[config.mk]
export PLATFORM = sky130hd
export DESIGN_NAME = multicycle_controller
export DESIGN_NICKNAME = d
export VERILOG_FILES = /design/src/rtl/mctrl_pkg.sv /design/src/rtl/mctrl_imm_decode.sv /design/src/rtl/multicycle_controller.sv
export SDC_FILE = /design/constraint.sdc
export NUM_CORES = 1
export LEC_CHECK = 0
export BUFFER_PORTS_ARGS = -buffer_cell sky130_fd_sc_hd__clkbuf_2
export CAP_MARGIN = 10
export CORE_UTILIZATION = 52
export DETAILED_ROUTE_END_ITERATION = 16
export PLACE_DENSITY = 0.85
export SYNTH_ARGS = -nofsm -noshare
export SYNTH_HDL_FRONTEND = slang
export SYNTH_HIERARCHICAL = 1
export SYNTH_SLANG_ARGS = --single-unit
[constraint.sdc]
create_clock -name clk -period 2.7 [get_ports clk]
set_input_delay 0.54 -clock clk [delete_from_list [all_inputs] [get_ports clk]]
set_output_delay 0.54 -clock clk [all_outputs]
set_load 0.005 [all_outputs]
[src/rtl/mctrl_pkg.sv]
// Shared encodings and state type for the multicycle RV32 controller.
// Imported by mctrl_imm_decode and multicycle_controller.
package mctrl_pkg;

    localparam logic [6:0] OP_LOAD   = 7'b0000011;
    localparam logic [6:0] OP_STORE  = 7'b0100011;
    localparam logic [6:0] OP_RTYPE  = 7'b0110011;
    localparam logic [6:0] OP_ITYPE  = 7'b0010011;
    localparam logic [6:0] OP_BRANCH = 7'b1100011;
    localparam logic [6:0] OP_JAL    = 7'b1101111;
    localparam logic [6:0] OP_LUI    = 7'b0110111;

    localparam logic [2:0] IMM_I = 3'b000;
    localparam logic [2:0] IMM_S = 3'b001;
    localparam logic [2:0] IMM_B = 3'b010;
    localparam logic [2:0] IMM_J = 3'b011;
    localparam logic [2:0] IMM_U = 3'b100;

    localparam logic [2:0] ALU_ADD     = 3'b000;
    localparam logic [2:0] ALU_SUB     = 3'b001;
    localparam logic [2:0] ALU_SPECIAL = 3'b111;

    localparam logic [1:0] RES_ALUOUT = 2'b00;
    localparam logic [1:0] RES_MEM    = 2'b01;
    localparam logic [1:0] RES_ALU    = 2'b10;
    localparam logic [1:0] RES_IMM    = 2'b11;

    localparam logic [1:0] SRCA_PC    = 2'b00;
    localparam logic [1:0] SRCA_OLDPC = 2'b01;
    localparam logic [1:0] SRCA_RS1   = 2'b10;

    localparam logic [1:0] SRCB_RS2  = 2'b00;
    localparam logic [1:0] SRCB_IMM  = 2'b01;
    localparam logic [1:0] SRCB_FOUR = 2'b10;

    typedef enum logic [3:0] {
        FETCH, DECODE, MEMADR, MEMREAD, MEMWB, MEMWRITE,
        EXEC_R, EXEC_I, ALUWB, BRANCH, JAL, LUI_WB, TRAP
    } state_t;

endpackage

[src/rtl/mctrl_imm_decode.sv]
// Opcode to immediate-format select for the multicycle controller.
// Purely combinational; unknown opcodes fall back to the I format.
module mctrl_imm_decode
    import mctrl_pkg::*;
#(
    parameter int IMM_SRC_W = 3
) (
    input  logic [6:0]           opcode,
    output logic [IMM_SRC_W-1:0] imm_src
);

    always_comb begin
        unique case (opcode)
            OP_STORE:  imm_src = IMM_SRC_W'(IMM_S);
            OP_BRANCH: imm_src = IMM_SRC_W'(IMM_B);
            OP_JAL:    imm_src = IMM_SRC_W'(IMM_J);
            OP_LUI:    imm_src = IMM_SRC_W'(IMM_U);
            default:   imm_src = IMM_SRC_W'(IMM_I);
        endcase
    end

endmodule

[src/rtl/multicycle_controller.sv]
// Multicycle RV32 control FSM with shared memory port and retire counter.
// Define MCTRL_ILLEGAL_TRAP_EN to trap unknown opcodes instead of skipping them.
module multicycle_controller
    import mctrl_pkg::*;
#(
    parameter int ALU_OP_W  = 3,
    parameter int IMM_SRC_W = 3,
    parameter int CNT_W     = 32
) (
    input  logic                 clk,
    input  logic                 rst_n,
    input  logic [6:0]           opcode,
    input  logic [2:0]           funct3,
    input  logic                 alu_zero,
    input  logic                 mem_ready,
    output logic                 mem_req,
    output logic                 mem_write,
    output logic                 adr_src,
    output logic                 ir_write,
    output logic                 pc_update,
    output logic                 reg_write,
    output logic [IMM_SRC_W-1:0] imm_src,
    output logic [1:0]           alu_src_a,
    output logic [1:0]           alu_src_b,
    output logic [ALU_OP_W-1:0]  alu_op,
    output logic [1:0]           result_src,
    output logic [CNT_W-1:0]     instret,
    output logic                 illegal
);

    state_t state, state_nxt;
    logic   retire;
    logic   unused_funct3;

    logic                mreq_c, mwr_c, adr_c, irw_c, pcu_c, rw_c;
    logic [1:0]          srca_c, srcb_c, res_c;
    logic [ALU_OP_W-1:0] aop_c;
    logic [IMM_SRC_W-1:0] imm_dec;

    assign unused_funct3 = ^funct3[2:1];

    mctrl_imm_decode #(.IMM_SRC_W(IMM_SRC_W)) u_imm (
        .opcode  (opcode),
        .imm_src (imm_dec)
    );

    always_comb begin
        state_nxt = state;
        unique case (state)
            FETCH:    if (mem_ready) state_nxt = DECODE;
            DECODE: begin
                unique case (opcode)
                    OP_LOAD,
                    OP_STORE:  state_nxt = MEMADR;
                    OP_RTYPE:  state_nxt = EXEC_R;
                    OP_ITYPE:  state_nxt = EXEC_I;
                    OP_BRANCH: state_nxt = BRANCH;
                    OP_JAL:    state_nxt = JAL;
                    OP_LUI:    state_nxt = LUI_WB;
`ifdef MCTRL_ILLEGAL_TRAP_EN
                    default:   state_nxt = TRAP;
`else
                    default:   state_nxt = FETCH;
`endif
                endcase
            end
            MEMADR:   state_nxt = (opcode == OP_STORE) ? MEMWRITE : MEMREAD;
            MEMREAD:  if (mem_ready) state_nxt = MEMWB;
            MEMWB:    state_nxt = FETCH;
            MEMWRITE: if (mem_ready) state_nxt = FETCH;
            EXEC_R,
            EXEC_I:   state_nxt = ALUWB;
            ALUWB:    state_nxt = FETCH;
            BRANCH:   state_nxt = FETCH;
            JAL:      state_nxt = ALUWB;
            LUI_WB:   state_nxt = FETCH;
            TRAP:     state_nxt = TRAP;
            default:  state_nxt = FETCH;
        endcase
    end

    // An undecodable opcode leaves DECODE straight for FETCH and is not retired
    assign retire = (state_nxt == FETCH) && (state != FETCH) && (state != DECODE);

    always_ff @(posedge clk or negedge rst_n) begin
        if (!rst_n) begin
            state   <= FETCH;
            instret <= '0;
        end else begin
            state <= state_nxt;
            if (retire) instret <= instret + CNT_W'(1);
        end
    end

    always_comb begin
        mreq_c = 1'b0;
        mwr_c  = 1'b0;
        adr_c  = 1'b0;
        irw_c  = 1'b0;
        pcu_c  = 1'b0;
        rw_c   = 1'b0;
        srca_c = SRCA_PC;
        srcb_c = SRCB_RS2;
        aop_c  = ALU_OP_W'(ALU_ADD);
        res_c  = RES_ALUOUT;
        unique case (state)
            FETCH: begin
                mreq_c = 1'b1;
                irw_c  = mem_ready;
                pcu_c  = mem_ready;
                srcb_c = SRCB_FOUR;
                res_c  = RES_ALU;
            end
            DECODE: begin
                srca_c = SRCA_OLDPC;
                srcb_c = SRCB_IMM;
            end
            MEMADR: begin
                srca_c = SRCA_RS1;
                srcb_c = SRCB_IMM;
            end
            MEMREAD: begin
                mreq_c = 1'b1;
                adr_c  = 1'b1;
            end
            MEMWB: begin
                res_c = RES_MEM;
                rw_c  = 1'b1;
            end
            MEMWRITE: begin
                mreq_c = 1'b1;
                mwr_c  = 1'b1;
                adr_c  = 1'b1;
            end
            EXEC_R: begin
                srca_c = SRCA_RS1;
                aop_c  = ALU_OP_W'(ALU_SPECIAL);
            end
            EXEC_I: begin
                srca_c = SRCA_RS1;
                srcb_c = SRCB_IMM;
                aop_c  = ALU_OP_W'(ALU_SPECIAL);
            end
            ALUWB:  rw_c = 1'b1;
            BRANCH: begin
                srca_c = SRCA_RS1;
                aop_c  = ALU_OP_W'(ALU_SUB);
                pcu_c  = alu_zero ^ funct3[0];
            end
            JAL: begin
                srca_c = SRCA_OLDPC;
                srcb_c = SRCB_FOUR;
                pcu_c  = 1'b1;
            end
            LUI_WB: begin
                res_c = RES_IMM;
                rw_c  = 1'b1;
            end
            default: ;
        endcase
    end

    // Everything is held low while reset is asserted, even mid-access
    assign mem_req    = rst_n & mreq_c;
    assign mem_write  = rst_n & mwr_c;
    assign adr_src    = rst_n & adr_c;
    assign ir_write   = rst_n & irw_c;
    assign pc_update  = rst_n & pcu_c;
    assign reg_write  = rst_n & rw_c;
    assign alu_src_a  = rst_n ? srca_c : '0;
    assign alu_src_b  = rst_n ? srcb_c : '0;
    assign alu_op     = rst_n ? aop_c : '0;
    assign result_src = rst_n ? res_c : '0;
    assign imm_src    = rst_n ? imm_dec : '0;

`ifdef MCTRL_ILLEGAL_TRAP_EN
    assign illegal = rst_n && (state == TRAP);
`else
    assign illegal = 1'b0;
`endif

endmodule

# After elaboration in Yosys (flattened, before gate mapping)

Index checks and enable logic that the tools add are counted.

Shifts and indexed selects: 0
Bitwise operators: 7
Divide/modulo/power cells: 0
Reduce and logical (&&, ||, !) cells: 15
Magnitude comparators: 0
Add/sub/neg operators: 1
Multiplexer cells: 22
Eq/ne operators: 20
$mul: 0

Operator list:

| kind                                                  | number |
|---|---|
| adder 32 x 1 -> 32 bit, second input constant         | 1 |
| one-hot mux 4 bit (7 select lines)                    | 1 |
| one-hot mux 4 bit (6 select lines)                    | 1 |
| equality test 7 x 6 -> 1 bit, second input constant   | 3 |
| equality test 4 bit, second input constant            | 5 |
| equality test 4 x 3 -> 1 bit, second input constant   | 4 |
| equality test 7 bit, second input constant            | 2 |
| 2-to-1 mux 4 bit                                      | 3 |
| one-hot mux 3 bit (4 select lines)                    | 1 |
| OR reduction 3 bit                                    | 4 |
| OR reduction 2 bit                                    | 5 |
| 2-to-1 mux 3 bit                                      | 3 |
| equality test 4 x 2 -> 1 bit, second input constant   | 2 |
| logical NOT 4 bit                                     | 2 |
| one-hot mux 2 bit (2 select lines)                    | 2 |
| equality test 7 x 2 -> 1 bit, second input constant   | 1 |
| equality test 7 x 5 -> 1 bit, second input constant   | 1 |
| AND 1 bit                                             | 6 |
| 2-to-1 mux 2 bit                                      | 3 |
| one-hot mux 2 bit (3 select lines)                    | 1 |
| one-hot mux 3 bit (2 select lines)                    | 1 |
| 2-to-1 mux 1 bit                                      | 5 |
| equality test 4 x 1 -> 1 bit, second input constant   | 1 |
| inequality test 4 x 1 -> 1 bit, second input constant | 1 |
| 5 further kinds                                       | 6 |

Output and inout bits: 51
Bits in read-only memories: 0
Memory bits (writable): 0
Memories: 0
Latch bits: 0
Register bits: 36

# Longest topological paths before layout

Gate-level depths: netlist of run 1.

Depth after elaboration: 7
Depth in mapped cells: 10
Mapped depth without buffers: 7

# Modules after synthesis

The synthesis of run 1 kept the hierarchy.

By module, submodules not included:

| module                | instances | area an instance (µm²) | seq. area each (µm²) | cells each |
|---|---|---|---|---|
| multicycle_controller | 1         | 2250.9                 | 900.9                | 243 |
| mctrl_imm_decode      | 1         | 61.3                   | 0.0                  | 8 |

# Worst setup path before layout of run 1

OpenSTA, ideal clock, no wires.

Path kind: input to register
From: input port opcode[2]
To: register instret[20]
Required time: 2621 ps
Setup time: 79 ps
Path slack: 384 ps
Cell stages on the path: 9
Buffers on the path: 3
Arrival: 2237 ps
Cells stage by stage: buf_2 -> and4b_4 -> a311oi_2 -> o21ai_1 -> or3_1 -> buf_6 -> buf_6 -> nor3_1 -> xor2_1

Word-level cells in the longest chain between the ends: 7
Elaborated cells on any way between the ends: 14

RTL lines:

| element                                                                      | RTL line                    | text |
|---|---|---|
| start: declaration                                                           | multicycle_controller.sv:12 | `input logic [6:0] opcode,` |
| equality test 7 x 6 -> 1 bit or equality test 7 x 2 -> 1 bit (tied branches) | multicycle_controller.sv:52 | `unique case (opcode)` |
| OR reduction 2 bit                                                           | multicycle_controller.sv:52 |  |
| one-hot mux 4 bit (6 select lines) (*)                                       | multicycle_controller.sv:52 |  |
| one-hot mux 4 bit (7 select lines) (*)                                       | multicycle_controller.sv:49 | `unique case (state)` |
| named net state_nxt[3]                                                       | multicycle_controller.sv:31 | `state_t state, state_nxt;` |
| logical NOT 4 bit (*)                                                        | multicycle_controller.sv:83 | `assign retire = (state_nxt == FETCH) && (state != FETCH) && (state != DECODE);` |
| logical AND 1 bit (*) (2 in a row)                                           | multicycle_controller.sv:83 |  |
| end signal: assignment                                                       | multicycle_controller.sv:91 | `if (retire) instret <= instret + CNT_W'(1);` |
| end: declaration                                                             | multicycle_controller.sv:27 | `output logic [CNT_W-1:0] instret,` |

Mark *: on every way through the listed nets, which the timed path passes. The rest lies on a longest branch.
A chain may end at the register's enable or synchronous reset.

# Final worst setup path of run 1

From: register state[2]
To: register instret[27]

Word-level cells in the longest chain between the ends: 6
Elaborated cells on any way between the ends: 19

RTL lines:

| element                                                             | RTL line                    | text |
|---|---|---|
| start: declaration                                                  | multicycle_controller.sv:31 |  |
| start signal: assignment                                            | multicycle_controller.sv:90 | `state <= state_nxt;` |
| equality test 4 x 3 -> 1 bit or equality test 4 bit (tied branches) | multicycle_controller.sv:49 |  |
| OR reduction 3 bit (no line)                                        | -                           |  |
| one-hot mux 4 bit (7 select lines) (*)                              | multicycle_controller.sv:49 |  |
| named net state_nxt[3]                                              | multicycle_controller.sv:31 |  |
| logical NOT 4 bit (*)                                               | multicycle_controller.sv:83 |  |
| logical AND 1 bit (*) (2 in a row)                                  | multicycle_controller.sv:83 |  |

Marked as above.

==> results.cfg, run 1 <==
[power_and_ir_drop]
powerDensity_nw_per_um2 = 439
swShare_pct = 29.3
p_seq_share_pct = 49.6
power_switching_mw = 0.351
p_clk_share_pct = 30.0
combinationalPowerShare_pct = 20.4
ir_drop_v = 0.000362
leakagePower_nw = 1.39
finalPower_mw = 1.20
power.internal_mw = 0.848

[floorplan]
die_h_um = 68.7
io_pins = 65
fp-row-count = 23
core-area_um2 = 4140
dieArea_um2 = 4720
start_util_pct = 55.8
die_w_um = 68.7

[worst_setup_path]
cp-end-kind = flip-flop
r2r_cells = 7
arrival_ns = 2.68
required_ns = 2.90
path_max_fanout = 19
r2r-start = state[2]
r2r_end = instret[27]
crit_type = reg2reg
cp-start-kind = flip-flop
reg2reg_slack_ns = 0.22

[yosys]
syn_nets = 266
yosysWarnings = 6
netlist_instances = 251
synth_edf_count = 0
synth.distinct_cells = 50
ys_seq_area_share_pct = 39.0
synth_area_um2 = 2310
ys.flop_type = dfrtp_1
ys_ff_latch = 36
avgSynthCellArea_um2 = 9.21
async_flop_share_pct = 100

[min_path]
worst_hold_path_type = in2async

[timing]
slew_violations = 0
whs_ns = 0.247
grt_setup_unrepaired = false
finalCriticalPeriod_ns = 2.48
setup_viol = 0
slew_headroom_pct = 61.1
worstMarginPinSlew_ns = 0.584
hold_viol = 0
finalCritPeriodShare_pct = 91.8
worst_clock_skew_ns = 0.00756
totalNegativeSetupSlack_ns = 0
worst_slack_ns = 0.221
fmax_mhz = 403

[layout]
area_growth_syn_to_layout_pct = 18.2
final_nets = 327
drive_above_1_share_pct = 28.2
fillers = 351
antenna_cells = 0
fin_util_pct = 65.9

[global_route]
antenna_found_initial = 0
grt_pass1_wl_um = 8250
met1_usage_pct = 32.4
grt_pass1_vias = 1776
grt_busiest_layer = met2
grt-ovfl-total = 0
globalRouteMet3Util_pct = 4.61
grtUsageTotal_pct = 23.6
use_met2_pct = 37.9
grt_max_degree = 28

[clocking]
cts_root_buffer = clkbuf_8
worstSkewPairLatency_ns = 0.29
cts.sinks = 36
numCtsBuffers = 5
cts_tree = built
cts-resized-gates = 0
cts.htree.levels = 2
cts_setup_buffers = 0
clock_path_buffers = 2
hold_buffers = 0
clk_pin_slew_ns = 0.07

[placed_design]
gp_congestion = 0.797
port_buffers = 61
dp_slack_ns = 0.0792
hpwl_um = 3720

[routing]
vias = 2051
drtAntennaViolNets = 0
finalWirelength_um = 5150
routedWlPerCell_um = 14.2
drc_errors = 0
routed_via_density = 5.67
dr.first_iter.drc_count = 122
firstDrtPassIters = 4

[flow_run]
maxCapViolCount = 0

[status]
status = complete, no violations
==> synth_stat cells, drive strengths merged (2+ instances only) <==
master / number / area (um2)
dfrtp: 36 / 901
nand2: 25 / 93.8
xor2: 21 / 184
xnor2: 16 / 140
nand3: 13 / 65.1
nand4: 13 / 81.3
nor2: 13 / 48.8
buf: 12 / 81.3
and3: 11 / 68.8
nor3: 9 / 65.1
nor2b: 8 / 50.1
nor4: 7 / 43.8
a21boi: 5 / 37.5
a21oi: 5 / 25.0
and2: 5 / 31.3
clkbuf: 5 / 18.8
inv: 5 / 18.8
nand2b: 5 / 31.3
a211oi: 3 / 27.5
and4: 3 / 26.3
or3: 3 / 18.8
a21o: 2 / 15.0
mux2i: 2 / 20.0
nand4b: 2 / 17.5
nor4b: 2 / 17.5
o21ai: 2 / 10.0
==> logic make-up (layout without fill, tap and decap cells) <==
kind of cell | count (synthesis) | in the layout | synth area share [%]
AOI/OAI and AO/OA | 26 | 26 | 8.82
xor gates and xnor gates | 37 | 37 | 14.0
adders and majority gates | 1 | 1 | 0.541
buffers and inverters | 22 | 83 | 5.14
DFF | 36 | 36 | 39.0
muxes | 2 | 2 | 0.866
other | 1 | 1 | 0.162
and+or+nand+nor | 126 | 126 | 31.5
==> power groups by stage <==
stage | Clock (mW) | Sequential [mW] | Combinational [mW]
2_1_floorplan | 0 | 0.592 | 0.164
3_3_place_gp | 0 | 0.602 | 0.239
3_5_place_dp | 0 | 0.604 | 0.247
4_1_cts | 0.368 | 0.594 | 0.248
5_1_grt | 0.395 | 0.597 | 0.280
6_report | 0.359 | 0.594 | 0.245
==> layer usage <==
layer,vias up,share of wire (%)
met1,992,45
met2,48,50
met3,7,4.3
met5,-,0
li1,1004,-
met4,0,0.99
==> worst max-delay path, stage by stage (launching register included) <==
cell and delay [ns]:
dfrtp_1 0.61, nor2b_1 0.17, a221oi_2 0.27, o21ai_1 0.14, or3_1 0.38, buf_4 0.22, nor4_1 0.38, xor2_1 0.20
==> cells in the final DEF, fill, tap and decap left out, drive strengths merged, types with 2 or more instances in the layout <==
master	n
clkbuf	67
dfrtp	36
nand2	25
xor2	21
xnor2	16
nor2	13
nand4	13
nand3	13
and3	11
buf	10
nor3	9
nor2b	8
nor4	7
inv	5
and2	5
nand2b	5
a21oi	5
a21boi	5
and4	3
or3	3
a211oi	3
nor4b	2
mux2i	2
nand4b	2
a21o	2
o21ai	2
==> state kept, by name, summed over array words and instances, names as in the netlist <==
register,flops
state,4
instret,32
==> layout make-up <==
type | count | area, um2 | share of cell area [%]
multi-input combinational | 193 | 1290 | 47.3
sequential | 36 | 901 | 33.0
inverter | 5 | 18.8 | 0.687
timing repair buffer | 71 | 380 | 13.9
tap | 50 | 62.6 | 2.29
clock buffer | 6 | 72.6 | 2.66
clock inverter | 1 | 5.00 | 0.183
==> worst max path at each step <==
stage	cells after the start	startpoint	end
after floorplan	9	opcode[2]	instret[20]
after global placement	8	opcode[4]	instret[23]
after detailed placement	8	opcode[4]	instret[27]
after CTS	7	state[2]	instret[27]
after global routing	7	state[2]	instret[27]
final	7	state[2]	instret[27]
==> stage by stage <==
stage | cell area, um2 | instances
after floorplan | 2310 | 251
after global placement | 2660 | 355
after detailed placement | 2660 | 355
after CTS | 2730 | 362
after global routing | 2730 | 362
final | 2730 | 362
No activity file was read; power rests on OpenSTA's default activity.
==> inputs of run 2 (changes only) <==
--- a/config.mk
+++ b/config.mk
@@ -7,9 +7,10 @@
 export LEC_CHECK = 0
 export BUFFER_PORTS_ARGS = -buffer_cell sky130_fd_sc_hd__clkbuf_2
 export CAP_MARGIN = 10
-export CORE_UTILIZATION = 52
+export CORE_UTILIZATION = 54
+export CTS_BUF_LIST = sky130_fd_sc_hd__clkbuf_4
 export DETAILED_ROUTE_END_ITERATION = 16
-export PLACE_DENSITY = 0.85
+export PLACE_DENSITY = 0.87
 export SYNTH_ARGS = -nofsm -noshare
 export SYNTH_HDL_FRONTEND = slang
 export SYNTH_HIERARCHICAL = 1
==> results.cfg, run 2 (same netlist as run 1, synthesis figures left out) <==
[status]
status = complete, no violations

[clocking]
cts_setup_buffers = 0
cts.htree.levels = 2
cts-resized-gates = 0
numCtsBuffers = 5
hold_buffers = 0
cts_tree = built
cts.sinks = 36
clk_pin_slew_ns = 0.10
clock_path_buffers = 2
cts_root_buffer = clkbuf_4
worstSkewPairLatency_ns = 0.34

[layout]
drive_above_1_share_pct = 28.1
stdcell_count = 363
final_common_cell = clkbuf_2
final_nets = 328
reg.largest.list = instret (32), state (4)
antenna_cells = 0
area_growth_syn_to_layout_pct = 17.1
fin_util_pct = 66.7
layout_common_cells = 61 x clkbuf_2, 36 x dfrtp_1, 25 x nand2_1
fillers = 351
regMostFlops = instret
largest_register_ffs = 32
postLayoutCellArea_um2 = 2710

[min_path]
worst_hold_path_type = in2async

[worst_setup_path]
path_max_fanout = 19
slowest_stage = dfrtp_1
arrival_ns = 2.72
worst-path-buf-inv = 1
cp-end-kind = flip-flop
crit_type = reg2reg
cp-start-kind = flip-flop
required_ns = 2.97
cp_top_family = simple AND/OR/NAND/NOR gates
path_cells = nor2b_1, a221oi_2, o21ai_1, or3_1, buf_4, nor4_1, xor2_1
max_stage_delay_ns = 0.62

[floorplan]
io_pins = 65
fp-row-count = 23
die_h_um = 67.4
dieArea_um2 = 4550
start_util_pct = 57.0
die_w_um = 67.4
core-area_um2 = 4060

[timing]
fmax_mhz = 408
finalCritPeriodShare_pct = 90.9
setup_viol = 0
hold_viol = 0
grt_setup_unrepaired = false
totalNegativeSetupSlack_ns = 0
finalCriticalPeriod_ns = 2.45
worst_clock_skew_ns = 0.0100
slew_violations = 0

[power_and_ir_drop]
leakagePower_nw = 1.38
finalPower_mw = 1.10
powerDensity_nw_per_um2 = 407
ir_drop_v = 0.000406

[routing]
wl_met2_um = 2560
vias = 2091
dr_wl_met3_um = 203
routedWlPerCell_um = 14.2
firstDrtPassIters = 4
drtAntennaViolNets = 0
top_layer_used = met4
finalWirelength_um = 5160
dr.first_iter.drc_count = 132
drc_errors = 0
routed_via_density = 5.76
m1WireLength_um = 2320

[placed_design]
gp_congestion = 0.793
dp_cells = 356
hpwl_um = 3740
dpl-instance-area_um2 = 2660
port_buffers = 61

[global_route]
grt_pass1_wl_um = 8310
antenna_found_initial = 0
grt_max_degree = 37
grt-ovfl-total = 0
grt_pass1_vias = 1842
grtUsageTotal_pct = 24.5

[flow_run]
maxCapViolCount = 0
[run 2: layout make-up]
| class | count | area (um2) | share of cell area [%] |
|---|---|---|---|
| flip-flops and latches | 36 | 901 | 33.3 |
| clock inverters | 2 | 7.51 | 0.277 |
| well taps | 50 | 62.6 | 2.31 |
| clock buffers | 5 | 37.5 | 1.39 |
| repair buffers | 72 | 388 | 14.3 |
| multi-input cells | 193 | 1290 | 47.7 |
| inverters | 5 | 18.8 | 0.693 |
[run 2: worst paths after layout]
kind	from	end	slack [ns]	cells after the start
setup / recovery	state[2]	instret[23]	0.25	7
hold / removal	rst_n	instret[29]	0.41	2
setup reg to reg	state[2]	instret[23]	0.25	7
hold reg to reg	instret[31]	instret[31]	0.48	1
max in group asynchronous	rst_n	instret[6]	1.98	2
min in group clk	instret[31]	instret[31]	0.48	1
[run 2: report_power, final]
group	internal [mW]	switching (mW)	total, mW
clock network	0.0909	0.171	0.262
logic	0.112	0.135	0.247
registers	0.561	0.0325	0.594
total	0.764	0.338	1.10
[run 2: metal layers]
layer / up-vias / GRT usage, %
li1: 1007 / -
met1: 1022 / 31.7
met2: 55 / 39.6
met3: 7 / 6.08
met4: 0 / 8.78
met5: - / 0
[run 2: metrics by stage]
| stage | hold WS, ns | setup slack, ns |
|---|---|---|
| floorplan | 0.244 | 0.384 |
| global placement | 0.471 | 0.222 |
| finish | 0.405 | 0.247 |
| detailed placement | 0.464 | 0.119 |
| global route | 0.451 | 0.0678 |
| CTS | 0.417 | 0.256 |
